### config.mk
export PLATFORM = sky130hd
export DESIGN_NAME = seq_divider
export DESIGN_NICKNAME = d
export VERILOG_FILES = /design/src/rtl/seq_divider.sv
export SDC_FILE = /design/constraint.sdc
export NUM_CORES = 1
export LEC_CHECK = 0
export CORE_MARGIN = 2
export CORE_UTILIZATION = 45
export CTS_BUF_LIST = sky130_fd_sc_hd__clkbuf_2 sky130_fd_sc_hd__clkbuf_4 sky130_fd_sc_hd__clkbuf_8
export CTS_CLUSTER_DIAMETER = 150
export CTS_CLUSTER_SIZE = 25
export DETAILED_ROUTE_END_ITERATION = 7
export PLACE_DENSITY_LB_ADDON = 0.25
export SYNTH_ARGS = -nofsm -noshare
export SYNTH_HDL_FRONTEND = slang
export SYNTH_SLANG_ARGS = --single-unit
### constraint.sdc
create_clock -name clk -period 3.3 [get_ports clk]
set_clock_uncertainty 0.15 [all_clocks]
set_input_delay 0.66 -clock clk [delete_from_list [all_inputs] [get_ports clk]]
set_output_delay 0.66 -clock clk [all_outputs]
set_load 0.03 [all_outputs]
### src/rtl/seq_divider.sv
// Sequential restoring divider: one quotient bit per clock, start/busy/done handshake.
// Results are registered and held until the next completed operation.
module seq_divider #(
  parameter int unsigned WIDTH = 16
) (
  input  logic             clk,
  input  logic             reset,
  input  logic             start,
  input  logic [WIDTH-1:0] dividend,
  input  logic [WIDTH-1:0] divisor,
  output logic             busy,
  output logic             done,
  output logic [WIDTH-1:0] quotient,
  output logic [WIDTH-1:0] remainder,
  output logic             div_by_zero
);

  localparam int unsigned CW = (WIDTH > 2) ? $clog2(WIDTH) : 1;
  localparam logic [CW-1:0] LAST = CW'(WIDTH - 1);

  typedef enum logic {IDLE, RUN} state_t;

  state_t         state, state_next;
  logic [CW-1:0]  count;
  logic [WIDTH:0] p;
  logic [WIDTH-1:0] q;
  logic [WIDTH-1:0] div_r;

  logic           accept;
  logic           finish;
  logic [WIDTH:0] p_shift;
  logic [WIDTH:0] trial;
  logic [WIDTH:0] p_next;
  logic [WIDTH-1:0] q_next;

  always_ff @(posedge clk) begin
    if (!reset) state <= IDLE;
    else        state <= state_next;
  end

  always_comb begin
    state_next = state;
    accept     = 1'b0;
    finish     = 1'b0;
    case (state)
      IDLE: begin
        if (start) begin
          accept = 1'b1;
          if (divisor != '0) state_next = RUN;
        end
      end
      RUN: begin
        if (count == LAST) begin
          finish     = 1'b1;
          state_next = IDLE;
        end
      end
      default: state_next = IDLE;
    endcase
  end

  // The WIDTH+1-bit trial keeps the borrow visible even for divisors >= 2^(WIDTH-1).
  always_comb begin
    p_shift = (p << 1) | {{WIDTH{1'b0}}, q[WIDTH-1]};
    trial   = p_shift - {1'b0, div_r};
    p_next  = trial[WIDTH] ? p_shift : trial;
    q_next  = {q[WIDTH-2:0], ~trial[WIDTH]};
  end

  always_ff @(posedge clk) begin
    if (!reset) begin
      busy        <= 1'b0;
      done        <= 1'b0;
      quotient    <= '0;
      remainder   <= '0;
      div_by_zero <= 1'b0;
      count       <= '0;
      p           <= '0;
      q           <= '0;
      div_r       <= '0;
    end else begin
      done <= 1'b0;
      if (accept) begin
        if (divisor == '0) begin
          quotient    <= '1;
          remainder   <= dividend;
          div_by_zero <= 1'b1;
          done        <= 1'b1;
        end else begin
          div_r <= divisor;
          p     <= '0;
          q     <= dividend;
          count <= '0;
          busy  <= 1'b1;
        end
      end else if (state == RUN) begin
        p     <= p_next;
        q     <= q_next;
        count <= finish ? '0 : count + CW'(1);
        if (finish) begin
          quotient    <= q_next;
          remainder   <= p_next[WIDTH-1:0];
          div_by_zero <= 1'b0;
          done        <= 1'b1;
          busy        <= 1'b0;
        end
      end
    end
  end

endmodule
# Word level (Yosys, flattened, before mapping)
# Index checks and enable logic that the tools add are counted.
[classes]
n_addsub = 2
eq_ne = 3
reduce_logical = 8
n_bitwise = 4
muxes = 37
[op_table]
columns = ["cell", "count"]
rows = [
  ["2-to-1 mux 16 bit", 15],
  ["2-to-1 mux 1 bit", 17],
  ["OR 17 x 1 -> 17 bit", 1],
  ["subtractor 17 x 16 -> 17 bit", 1],
  ["logical NOT 16 bit", 1],
  ["2-to-1 mux 4 bit", 4],
  ["nonzero test 16 bit", 1],
  ["AND reduction 3 bit", 2],
  ["adder 4 x 1 -> 4 bit, second input constant", 1],
  ["== test 4 bit, second input constant", 1],
  ["AND reduction 2 bit", 2],
  ["nonzero test 2 bit", 2],
  ["NOT 1 bit", 3],
  ["!= test 2 x 1 -> 1 bit, second input constant", 1],
  ["!= test 2 bit, second input constant", 1],
  ["one-hot mux 1 bit (2 select lines)", 1],
]
[totals]
elab_cells = 64
in_bits = 35
out_inout_bits = 35
regBits = 88

# Longest topological paths before layout
# Gate-level depths: netlist of run 1.
[depth]
word_depth = 6
ltp_mapped = 12
depth_no_buf = 10

# Worst setup path before layout of run 1
# OpenSTA, ideal clock, no wires.
[synth_timing]
path_kind = "reg2reg"
startpoint = "register q[15]"
endpoint = "register remainder[5]"
synth_period_minus_slack_ns = 2.570
path_buffers = 2
slack_ns = 0.730
arrival_time_ns = 2.291
path_stages_with_launch = 13
setup_ns = 0.128
required_time_ns = 3.022
path_cell_list = "dfxtp_1 -> inv_1 -> ha_1 -> fa_1 -> nand2b_1 -> a21oi_2 -> o21ai_2 -> a21boi_2 -> o21a_2 -> buf_6 -> buf_12 -> mux2i_1 -> o211ai_1"
[synth_between]
elab_chain_len = 6
[synth_rtl]
columns = ["element", "line", "text"]
rows = [
  ["start, declared", "26", "logic [WIDTH-1:0] q;"],
  ["start signal, assigned", "92", "q <= dividend;"],
  ["start signal, assigned", "98", "q <= q_next;"],
  ["OR 17 x 1 -> 17 bit", "64", "p_shift = (p << 1) | {{WIDTH{1'b0}}, q[WIDTH-1]};"],
  ["subtractor 17 x 16 -> 17 bit", "65", "trial = p_shift - {1'b0, div_r};"],
  ["2-to-1 mux 16 bit", "66", "p_next = trial[WIDTH] ? p_shift : trial;"],
  ["2-to-1 mux 16 bit", "100", "if (finish) begin"],
  ["2-to-1 mux 16 bit", "96", "end else if (state == RUN) begin"],
  ["2-to-1 mux 16 bit", "83", "if (accept) begin"],
  ["end signal, assigned", "86", "remainder <= dividend;"],
  ["end signal, assigned", "102", "remainder <= p_next[WIDTH-1:0];"],
  ["end, declared", "14", "output logic [WIDTH-1:0] remainder,"],
]
# Every way passes these cells. The select of a mux whose other input is x is not followed.
# A chain may end at the register's enable or synchronous reset.

# Worst setup path after layout of run 1
[layout_timing]
startpoint = "register q[15]"
endpoint = "register remainder[13]"
# The elaborated chain is that of the path after synthesis.

==> metrics.txt, run 1 <==
DP Cell Count 723; Antenna Cells 0; PnR worst setup slack 0.424 ns; number of synthesized flops with an enable pin 0; largest net degree at the start of global routing 37; fin crit share 0.872; Slew Viols, Final 0; area delta synth->final 20.3%; final number of hold-violating endpoints 0; Synth Cell Area 4620 um2; Leak 2.27 nW; Tot GR Track Use 0.215; WL per Instance 16.1 um; number of CTS-inserted buffers 9; Worst path top cell family by delay compound AO/OA/AOI/OAI gates; slowest CP cell fa_1; Worst Hold Slack 0.317 ns; mean post-synth cell area 8.48 um2; TritonRoute pass-1 iters 5; Max Root-Sink Buffers 2; critical path's largest stage delay 0.40 ns; root buf cell clkbuf_8; GP Congestion 0.894; post-layout min period 2.88 ns; Worst-Margin Slew 0.946 ns; Final ANT Viol Nets 0; CTS Hold Bufs 0; largest cells by area after synthesis dfxtp_1, nand2_1, ha_1, o221a_2, mux2i_1; DRC Markers 0; Clock Latency Late Sink 0.35 ns; ys flop type dfxtp_1; final net count 654; outcome finished clean; post-placement cell area 5370 um2; Post CTS Setup Buffer Count 0; buffer and inverter count on the worst path 2; CP Max Fanout 15; Cell variety after synth 59; number of global-route vias before repair 4,053; Setup TNS Final 0 ns; critical path class reg2reg; Die Height 105 um; layout cells sized above 1 0.104; critical path capture point type flip-flop; FMAX 0.348 GHz; fin cells 739; Max Cap Viol 0; top-area cell type share of the netlist area 0.381; crit-path cells inv_1 > ha_1 > fa_1 > nand2b_1 > a21oi_2 > o21ai_2 > a21boi_2 > o21a_2 > buf_12 > mux2i_1 > a31oi_1; commonest non-fill, non-tap cell in the layout nand2_1; via count 4,178; clk slew on worst S/H paths 0.10 ns; DPL Wire Length 8980 um; Arr. time, crit path 2.96 ns; cell accounting for the most synthesized area dfxtp_1; Mapped Cells 545; # resized after CTS 0; Sink Count 88; Avg Vias per Cell 5.65; register area share after synthesis 0.381; Die X 105 um; first-pass GRT wire length 19,400 um; Synthesis Warnings 0; num ports 70; Setup WS pre-CTS 0.338 ns; final setup fails 0; row count 36; Total Wirelength 11,900 um; fin area 5560 um2; startpoint types flip-flop; #FFs+latches synth 88; Worst IR Drop VDD 285 uV; I/O Buffers 69; TritonCTS clock tree done; initial antenna violation count 0; Initial Util 0.468; share of synthesized registers carrying an async set or reset 0; relative slew slack 0.370; RSZ-0062 raised after global routing no; CP required 3.38 ns; pwr dens 575 nW/um2; htree depth 3; commonest cells after routing, fill and taps aside nand2_1, dfxtp_1, clkdlybuf4s50_1; post-synth net total 598; Iteration-0 DRC Markers 242; die area 11,100 um2; placeable core area 9860 um2; total gr overflow 0; Min-Delay Path Class reg2reg
where the power goes:
part / switching [mW] / leakage, nW / internal, mW / total [mW]
registers: 0.0643 / 0.717 / 1.13 / 1.19
clock network: 0.402 / 0.0877 / 0.293 / 0.695
logic: 0.744 / 1.46 / 0.561 / 1.31
total: 1.21 / 2.27 / 1.98 / 3.19
final timing paths:
check                         start                         end  slack (ns)  depth (start not counted)
max              q[15]$_SDFFE_PN0P_  remainder[13]$_SDFFE_PN0P_        0.42                         11
min          div_r[14]$_SDFFE_PN0P_      div_r[14]$_SDFFE_PN0P_        0.32                          2
max reg2reg      q[15]$_SDFFE_PN0P_  remainder[13]$_SDFFE_PN0P_        0.42                         11
min reg2reg  div_r[14]$_SDFFE_PN0P_      div_r[14]$_SDFFE_PN0P_        0.32                          2
sequential cells by signal, summed over array words and instances, names as in the netlist:
signal	cells
done	1
p	16
count	4
busy	1
state	1
remainder	16
quotient	16
div_r	16
div_by_zero	1
q	16
through the flow:
stage | utilization | power [mW]
detailed placement | 0.545 | 2.50
global route | 0.563 | 3.38
floorplan | - | 2.22
global placement | 0.545 | 2.49
CTS | 0.563 | 3.20
finish | 0.563 | 3.19
layer usage:
| layer | global-route usage | vias to the layer above | wire length, um |
|---|---|---|---|
| li1 | - | 2073 | - |
| met5 | 0 | - | 0 |
| met1 | 0.290 | 1977 | 5680 |
| met3 | 0.0383 | 13 | 538 |
| met2 | 0.353 | 115 | 5520 |
| met4 | 0.0552 | 0 | 149 |
cell usage after synthesis (all sizes together), types with 2 or more instances:
library cell	number
ha	17
nand2b	5
a311oi	2
mux2	3
o21bai	2
o211a	15
nor2b	6
xor2	2
o21a	5
mux2i	16
a21oi	31
or3	2
o221a	16
nor3	4
clkbuf	24
a21boi	19
dfxtp	88
a22oi	2
nand3	26
a21o	3
nand2	105
xnor2	7
nand4	10
and4	3
inv	25
a31oi	7
o221ai	2
nor4	6
nor2	18
buf	13
o211ai	14
o21ai	32
and3	3
cell families after synthesis:
kind of cell	count (synthesis)	synth area share
AO/OA/AOI/OAI	159	0.257
buffers and inverters	63	0.0674
multiplexers	19	0.0436
adder cells (fa/ha/maj)	18	0.0504
flip-flops	88	0.381
AND/OR/NAND/NOR	189	0.183
XOR/XNOR	9	0.0171
final cells by class:
class | count | area [um2]
Tap cell | 133 | 166
Multi-Input combinational cell | 394 | 2550
Sequential cell | 88 | 1760
Clock buffer | 10 | 131
Fill cell | 900 | 4310
Clock inverter | 6 | 50.0
Inverter | 25 | 93.8
Timing Repair Buffer | 83 | 803
tightest hold or removal path, cell delays in order (launching register included):
cell,delay (ns)
dfxtp_1,0.32
nand2_1,0.05
a21boi_0,0.06
Power figures use the tool's default switching activity.
==> inputs of run 2 (changes only) <==
--- a/config.mk
+++ b/config.mk
@@ -6,12 +6,13 @@
 export NUM_CORES = 1
 export LEC_CHECK = 0
 export CORE_MARGIN = 2
-export CORE_UTILIZATION = 45
+export CORE_UTILIZATION = 35
 export CTS_BUF_LIST = sky130_fd_sc_hd__clkbuf_2 sky130_fd_sc_hd__clkbuf_4 sky130_fd_sc_hd__clkbuf_8
 export CTS_CLUSTER_DIAMETER = 150
 export CTS_CLUSTER_SIZE = 25
 export DETAILED_ROUTE_END_ITERATION = 7
 export PLACE_DENSITY_LB_ADDON = 0.25
+export SLEW_MARGIN = 10
 export SYNTH_ARGS = -nofsm -noshare
 export SYNTH_HDL_FRONTEND = slang
 export SYNTH_SLANG_ARGS = --single-unit
==> run 2 against run 1 <==
Count of clock-buffer cells in the layout is 1 higher. Highest routed layer unchanged. Via count is 0.93% lower. First-iteration DRC count is 65% higher. Die area is 27% higher.
==> metrics.txt, run 2 (synthesis results as in run 1) <==
Clock Latency Late Sink 0.36 ns; clk slew on worst S/H paths 0.09 ns; htree depth 3; initial antenna violation count 0; Tot GR Track Use 0.173; RSZ-0062 raised after global routing no; Final ANT Viol Nets 0; post-layout min period 2.93 ns; DRC Markers 0; Post CTS Setup Buffer Count 0; Max Cap Viol 0; met1 usage 0.234; commonest non-fill, non-tap cell in the layout nand2_1; busiest grt layer met2; WL per Instance 15.5 um; Die X 119 um; num ports 70; number of CTS-inserted buffers 9; largest net degree at the start of global routing 39; layout cells sized above 1 0.101; met3 usage 0.0354; Max Root-Sink Buffers 2; Worst IR Drop VDD 231 uV; I/O Buffers 69; GR Util met2 0.278; area delta synth->final 22.0%; row count 41; Antenna Cells 0; Min-Delay Path Class reg2reg; fin cells 776; critical path capture point type flip-flop; die area 14,100 um2; Slew Viols, Final 0; Arr. time, crit path 3.02 ns; Avg Vias per Cell 5.33; root buf cell clkbuf_8; commonest cells after routing, fill and taps aside nand2_1, dfxtp_1, clkdlybuf4s50_1; Leak 2.27 nW; TritonCTS clock tree done; DPL Wire Length 9120 um; relative slew slack 0.675; total gr overflow 0; Sink Count 88; area of the multi-input gates 2550 um2; CTS Hold Bufs 0; outcome finished clean; pwr dens 582 nW/um2; GP Congestion 0.854; # resized after CTS 0; fin crit share 0.889; Die Height 119 um; total power 3.28 mW; Iteration-0 DRC Markers 399; DP Cell Count 760; number of global-route vias before repair 3,961; final net count 652; Util after Layout 0.441; final number of hold-violating endpoints 0; fillers 1,275; Initial Util 0.362; Worst-Margin Slew 0.485 ns; via count 4,139; Worst Hold Slack 0.318 ns; Total Wirelength 12,000 um; FMAX 0.341 GHz; TritonRoute pass-1 iters 5; register area 1760 um2; CP required 3.39 ns; placeable core area 12,800 um2; critical path class reg2reg; Setup TNS Final 0 ns; CP Max Fanout 15; final setup fails 0; startpoint types flip-flop; first-pass GRT wire length 19,900 um
-- run 2: cell count changes in the layout (fill, tap and decap cells not counted), sizes merged --
cell,delta
buf,-2
inv,-2
bufinv,+1
clkbuf,+1
-- run 2: metrics by stage --
stage	setup slack [ns]	instance area (um2)
3_3_place_gp	0.438	5420
6_report	0.366	5630
5_1_grt	0.223	5630
4_1_cts	0.377	5630
2_1_floorplan	0.730	4620
3_5_place_dp	0.319	5420
-- run 2: worst max-delay path, cell delays in order (launching register included) --
cell	delay, ns
dfxtp_1	0.36
ha_1	0.24
fa_1	0.42
nand2b_1	0.20
a21oi_2	0.27
o21ai_2	0.16
a21boi_2	0.21
o21a_2	0.18
buf_12	0.16
mux2i_1	0.32
o211ai_1	0.14
-- run 2: path summary, 6_finish.rpt --
kind                       startpoint                   endpoint  slack, ns  cells after the start
max             div_r[0]$_SDFFE_PN0P_  remainder[4]$_SDFFE_PN0P_       0.37                     10
max reg2reg     div_r[0]$_SDFFE_PN0P_  remainder[4]$_SDFFE_PN0P_       0.37                     10
min          div_by_zero$_SDFFE_PN0P_   div_by_zero$_SDFFE_PN0P_       0.32                      2
min reg2reg  div_by_zero$_SDFFE_PN0P_   div_by_zero$_SDFFE_PN0P_       0.32                      2
-- run 2: metal layers --
layer | vias up | wire length (um) | share of wire
met1 | 1971 | 5670 | 0.47
met3 | 16 | 529 | 0.044
met2 | 92 | 5560 | 0.46
li1 | 2060 | - | -
met4 | 0 | 242 | 0.020
met5 | - | 0 | 0
-- run 2: cell type report --
cell class	instances	share of cell area
clock buffers	11	0.0269
flip-flops and latches	88	0.313
multi-input cells	394	0.452
inverters	25	0.0167
well taps	172	0.0382
clock inverters	5	0.0111
repair buffers	81	0.142
-- run 2: power by group --
group          total [mW]  internal (mW)  switching (mW)
clock network       0.799          0.397           0.402
registers            1.19           1.13          0.0643
logic                1.28          0.558           0.726
